**src/rtl/sc_et_stream_ctrl.sv**
```systemverilog
// sc_et_stream_ctrl: sequencing controller for one stochastic-bitstream epoch.
// A bypass-masked counter steps once per accepted beat. Its value drives the
// external SNG comparator. The epoch ends on full-length overflow, on an early
// stop from the downstream accumulator, or on abort. The controller reports
// the beat count and the cause of termination.
module sc_et_stream_ctrl #(
  parameter int WIDTH    = 8,
  parameter int MIN_PREC = 1
) (
  input  logic                         clk,
  input  logic                         rst_n,
  input  logic                         start,
  input  logic [$clog2(WIDTH+1)-1:0]   prec,
  input  logic                         et_en,
  input  logic                         et_stop,
  input  logic                         abort,
  output logic                         busy,
  output logic                         sn_valid,
  input  logic                         sn_ready,
  output logic [WIDTH-1:0]             cnt,
  output logic [WIDTH-1:0]             bp,
  output logic                         last,
  output logic                         done,
  output logic [1:0]                   cause,
  output logic [WIDTH:0]               len
);

  localparam int PW = $clog2(WIDTH+1);

  localparam logic [1:0] C_NONE  = 2'd0;
  localparam logic [1:0] C_FULL  = 2'd1;
  localparam logic [1:0] C_EARLY = 2'd2;
  localparam logic [1:0] C_ABORT = 2'd3;

  typedef enum logic [1:0] {
    S_IDLE = 2'd0,
    S_LOAD = 2'd1,
    S_RUN  = 2'd2,
    S_DONE = 2'd3
  } state_t;

  state_t           r_state;
  state_t           w_state_nxt;
  logic [WIDTH-1:0] r_cnt;
  logic [WIDTH-1:0] r_bp;
  logic [WIDTH:0]   r_len;
  logic [1:0]       r_cause;
  logic             r_et_en;

  logic [PW-1:0]    w_p;
  logic [WIDTH-1:0] w_bp_new;
  logic [WIDTH-1:0] w_g;
  logic [WIDTH:0]   w_sum;
  logic [WIDTH-1:0] w_cnt_nxt;
  logic             w_ovf;
  logic             w_run;
  logic             w_beat;
  logic             w_accept;
  logic             w_stop_early;

  // Clamp the requested precision into MIN_PREC..WIDTH.
  always_comb begin
    w_p = prec;
    if (prec < PW'(MIN_PREC)) begin
      w_p = PW'(MIN_PREC);
    end else if (prec > PW'(WIDTH)) begin
      w_p = PW'(WIDTH);
    end else begin
      w_p = prec;
    end
  end

  // Bypass mask: the low (WIDTH-p) bits are bypassed, the upper p bits count.
  always_comb begin
    w_bp_new = '0;
    for (int i = 0; i < WIDTH; i++) begin
      w_bp_new[i] = ((i + int'(w_p)) < WIDTH);
    end
  end

  // Forcing the bypassed bits to 1 makes a plain +1 ripple straight into the
  // lowest active bit. This is the same carry chain as the bypass definition.
  // Masking the sum clears the bypassed bits again. The carry out is the
  // overflow, so the count wraps to 0 after the final value.
  assign w_g       = r_cnt | r_bp;
  assign w_sum     = {1'b0, w_g} + {{WIDTH{1'b0}}, 1'b1};
  assign w_cnt_nxt = w_sum[WIDTH-1:0] & ~r_bp;
  assign w_ovf     = w_sum[WIDTH];

  assign w_run        = (r_state == S_RUN);
  assign w_beat       = w_run & ~abort & sn_ready;
  assign w_accept     = (r_state == S_IDLE) & start & ~abort;
  assign w_stop_early = r_et_en & et_stop;

  // State register.
  always_ff @(posedge clk or negedge rst_n) begin
    if (!rst_n) begin
      r_state <= S_IDLE;
    end else begin
      r_state <= w_state_nxt;
    end
  end

  // Next-state logic. Abort wins, then a full-length beat, then an early stop.
  always_comb begin
    w_state_nxt = r_state;
    case (r_state)
      S_IDLE: begin
        if (w_accept) begin
          w_state_nxt = S_LOAD;
        end else begin
          w_state_nxt = S_IDLE;
        end
      end
      S_LOAD: w_state_nxt = S_RUN;
      S_RUN: begin
        if (abort || (w_beat && (w_ovf || w_stop_early))) begin
          w_state_nxt = S_DONE;
        end else begin
          w_state_nxt = S_RUN;
        end
      end
      S_DONE:  w_state_nxt = S_IDLE;
      default: w_state_nxt = S_IDLE;
    endcase
  end

  // Epoch datapath: latch the configuration on start, count beats in RUN,
  // record the cause, and clear the counter in DONE.
  always_ff @(posedge clk or negedge rst_n) begin
    if (!rst_n) begin
      r_cnt   <= '0;
      r_bp    <= '0;
      r_len   <= '0;
      r_cause <= C_NONE;
      r_et_en <= 1'b0;
    end else begin
      case (r_state)
        S_IDLE: begin
          if (w_accept) begin
            r_bp    <= w_bp_new;
            r_et_en <= et_en;
            r_cnt   <= '0;
            r_len   <= '0;
            r_cause <= C_NONE;
          end
        end
        S_RUN: begin
          if (abort) begin
            r_cause <= C_ABORT;
          end else if (w_beat) begin
            r_cnt <= w_cnt_nxt;
            r_len <= r_len + {{WIDTH{1'b0}}, 1'b1};
            if (w_ovf) begin
              r_cause <= C_FULL;
            end else if (w_stop_early) begin
              r_cause <= C_EARLY;
            end
          end
        end
        S_DONE: begin
          r_cnt <= '0;
        end
        default: begin
        end
      endcase
    end
  end

  assign busy     = (r_state != S_IDLE);
  assign sn_valid = w_run & ~abort;
  assign cnt      = r_cnt;
  assign bp       = r_bp;
  assign last     = w_run & w_ovf;
  assign done     = (r_state == S_DONE);
  assign cause    = r_cause;
  assign len      = r_len;

endmodule

```
**config.mk**
```make
export PLATFORM = sky130hd
export DESIGN_NAME = sc_et_stream_ctrl
export DESIGN_NICKNAME = d
export VERILOG_FILES = /design/src/rtl/sc_et_stream_ctrl.sv
export SDC_FILE = /design/constraint.sdc
export NUM_CORES = 1
export LEC_CHECK = 0
export ABC_AREA = 1
export BUFFER_PORTS_ARGS = -buffer_cell sky130_fd_sc_hd__buf_2
export CORE_UTILIZATION = 40
export CTS_CLUSTER_DIAMETER = 100
export DETAILED_ROUTE_END_ITERATION = 12
export GPL_TIMING_DRIVEN = 0
export PLACE_DENSITY = 0.65
export SYNTH_ARGS = -nofsm -noshare
export SYNTH_HDL_FRONTEND = slang
export SYNTH_SLANG_ARGS = --single-unit
```
**constraint.sdc**
```tcl
create_clock -name clk -period 3.1 [get_ports clk]
set_clock_uncertainty 0.15 [all_clocks]
set_input_delay 0.62 -clock clk [delete_from_list [all_inputs] [get_ports clk]]
set_output_delay 0.62 -clock clk [all_outputs]
set_load 0.01 [all_outputs]
```
==> flow_summary_export.csv <==
group,metric,value,unit
grt,grtUsageMet3,0.0473,
finish,layout-drive-gt1-share,0.217,
cts,numClockSinks,30,
route,ant_nets,0,
yosys,ys_warn_count,0,
cts,post-cts-setup-buffers,0,
power,switchingPower,0.848,mW
route,first_pass_iters,4,
cts,cts_resized,0,
power,power_density,898,nW/um2
timing,maxSlewHeadroom,0.547,
cts,cts_tree,"built",
worst_setup_path,critical_path_arrival,1700,ps
finish,num-nets-final,294,
cts,htreeDepth,2,
grt,grt_max_degree,31,
finish,syn_to_final_growth,19.9,%
worst_setup_path,cp_max_fo,8,
route,wl_per_cell,11.9,um
yosys,synth_cell_types,27,
floorplan,dieHeight,67.7,um
finish,antenna_cells,0,
route,wl,3870,um
timing,setup_total_negative_slack,0,ps
power,swShare,0.456,
yosys,synth_fa_ha_area_frac,0.0508,
grt,grt_use_met1,0.265,
timing,timing.final.ws_setup,632,ps
timing,setup_violations,0,
yosys,synth-simple-area-share,0.299,
run_status,status,"completed",
grt,grt_pass1_vias,1465,
timing,drv_slew,0,
timing,layout_min_cycle_time,2470,ps
timing,tightest_slew,680,ps
cts,ctsHoldBuffers,0,
floorplan,core_area,4060,um2
run,cap_viol_max_count,0,
grt,grt_usage,0.196,
power,intPower,1.01,mW
worst_hold_path,hp-class,"in -> async",
yosys,synth_compound_area_frac,0.0993,
cts,worstSkewPairLatency,280,ps
grt,use_met2,0.296,
finish,final_common_cell,"nand2_1",
placed_design,gp_congestion,0.960,
floorplan,row_count,23,
floorplan,die_w,67.7,um
grt,antenna_found_initial,0,
floorplan,dieArea,4580,um2
floorplan,io_pins,42,
route,vias,1581,
yosys,syn_nets,246,
timing,fmax,405,MHz
yosys,avgSynthCellArea,7.57,um2
worst_setup_path,cp-end-kind,"output pin",
cts,root_buffer,"clkbuf_8",
grt,grt-ovfl-total,0,
grt,grt_first_pass_wirelength,6650,um
route,vias_per_cell,4.85,
placed_design,dp_hpwl,2960,um
finish,fillers,415,
worst_setup_path,path_class,"reg -> out",
yosys,synth-xor-area-share,0.0102,
power,pwr-share-seq,0.330,
yosys,synth_seq_area_share,0.435,
finish,final_cell_mix,"60 x nand2_1, 42 x buf_2, 35 x inv_1",
yosys,muxShareOfSynthArea,0,
cts,clkTransAtPathRegs,60,ps
route,drc,0,
timing,final_hold_viol_count,0,
grt,busiest_layer,"met2",
route,drtIter0Drc,103,
timing,rsz0062_at_grt,"false",
worst_setup_path,cp_data_required_time,2330,ps
worst_setup_path,critPathLaunchType,"flip-flop",
placed_design,io_buffers,41,
yosys,syn-cell-area,1730,um2
power,irDropWorstVdd,0.000365,V
power,combPwrFrac,0.515,
cts,cts_buffers,5,
power,p_leak,1.14,nW
placed_design,post-place-ws,957,ps
cts,clockBufferDepth,2,
yosys,synthCells,228,
yosys,ys_seq_elements,30,
floorplan,start_util,0.425,
power,clkPwrFrac,0.155,
yosys,synth_top_family_by_area,"simple AND/OR/NAND/NOR gates",
timing,fin_crit_sh,0.796,
layout make-up:
| class | count | area (um2) | share of cell area |
|---|---|---|---|
| Sequential cell | 30 | 751 | 0.363 |
| Inverter | 40 | 151 | 0.0732 |
| Buffer | 3 | 30.0 | 0.0145 |
| Clock buffer | 7 | 76.3 | 0.0369 |
| Tap cell | 50 | 62.6 | 0.0302 |
| Timing Repair Buffer | 41 | 205 | 0.0992 |
| Multi-Input combinational cell | 155 | 793 | 0.383 |
logic make-up (layout without fill, tap and decap cells):
family                   Yosys count  in the layout
XOR/XNOR                           2              2
AND/OR/NAND/NOR                  116            116
AO/OA/AOI/OAI                     30             30
adder cells (fa/ha/maj)            7              7
flip-flops                        30             30
buffers and inverters             43             91
synth_stat cells:
| master | number | area (um2) |
|---|---|---|
| a21oi_1 | 5 | 25.0 |
| buf_2 | 1 | 5.00 |
| buf_6 | 1 | 11.3 |
| clkbuf_8 | 1 | 13.8 |
| clkinv_1 | 1 | 3.75 |
| clkinv_2 | 1 | 5.00 |
| dfrtp_1 | 30 | 751 |
| ha_1 | 7 | 87.6 |
| inv_1 | 35 | 131 |
| inv_2 | 3 | 11.3 |
| nand2_1 | 60 | 225 |
| nand2_4 | 1 | 11.3 |
| nand3_1 | 20 | 100 |
| nand3_2 | 1 | 10.0 |
| nand3_4 | 1 | 17.5 |
| nand4_1 | 8 | 50.1 |
| nor2_1 | 21 | 78.8 |
| nor3_1 | 1 | 5.00 |
| o211ai_1 | 1 | 7.51 |
| o21ai_0 | 17 | 85.1 |
| o21ai_2 | 2 | 17.5 |
| o221ai_1 | 2 | 17.5 |
| o22ai_1 | 3 | 18.8 |
| or2_1 | 1 | 6.26 |
| or2_2 | 2 | 12.5 |
| xnor2_1 | 1 | 8.76 |
| xor2_1 | 1 | 8.76 |
per-layer routing:
layer  share of wire  vias up
li1                -      822
met1            0.49      718
met2            0.45       32
met3           0.041        9
met4           0.017        0
met5               0        -
worst max-delay path: stages, from the launching register on:
cell	delay, ps
dfrtp_1	400
inv_1	120
ha_1	310
inv_2	140
nor2_1	250
buf_2	190
sequential cells by signal, summed over array words and instances, names as in the netlist:
name / flops
bp: 8
cause: 2
cnt: 8
len: 9
r_et_en: 1
r_state: 2
power by group through the flow:
| stage | logic (mW) | registers, mW | clock network (mW) |
|---|---|---|---|
| after global routing | 1.09 | 0.634 | 0.318 |
| after CTS | 0.965 | 0.614 | 0.301 |
| after detailed placement | 0.961 | 0.621 | 0 |
| after global placement | 0.949 | 0.617 | 0 |
| final | 0.956 | 0.613 | 0.289 |
| after floorplan | 0.618 | 0.658 | 0 |
stage by stage:
stage	cell area [um2]	hold slack, ps	power [mW]	utilization	instances
after global placement	1990	319	1.57	0.491	319
final	2070	226	1.86	0.510	326
after floorplan	1730	174	1.28	-	228
after detailed placement	1990	316	1.58	0.491	319
after CTS	2070	254	1.88	0.510	326
after global routing	2070	293	2.04	0.510	326
final timing paths:
check	end	depth (start not counted)	slack, ps	start
worst max-delay path	sn_valid	5	630	r_state[0]
worst min-delay path	r_state[0]	1	230	rst_n
worst max register to register	cnt[7]	10	1160	r_state[0]
worst min register to register	cause[1]	2	330	cause[1]
max in group asynchronous	cnt[7]	1	2130	rst_n
min in group clk	cause[1]	2	330	cause[1]
Note: power is estimated with default switching activity, not from simulation.
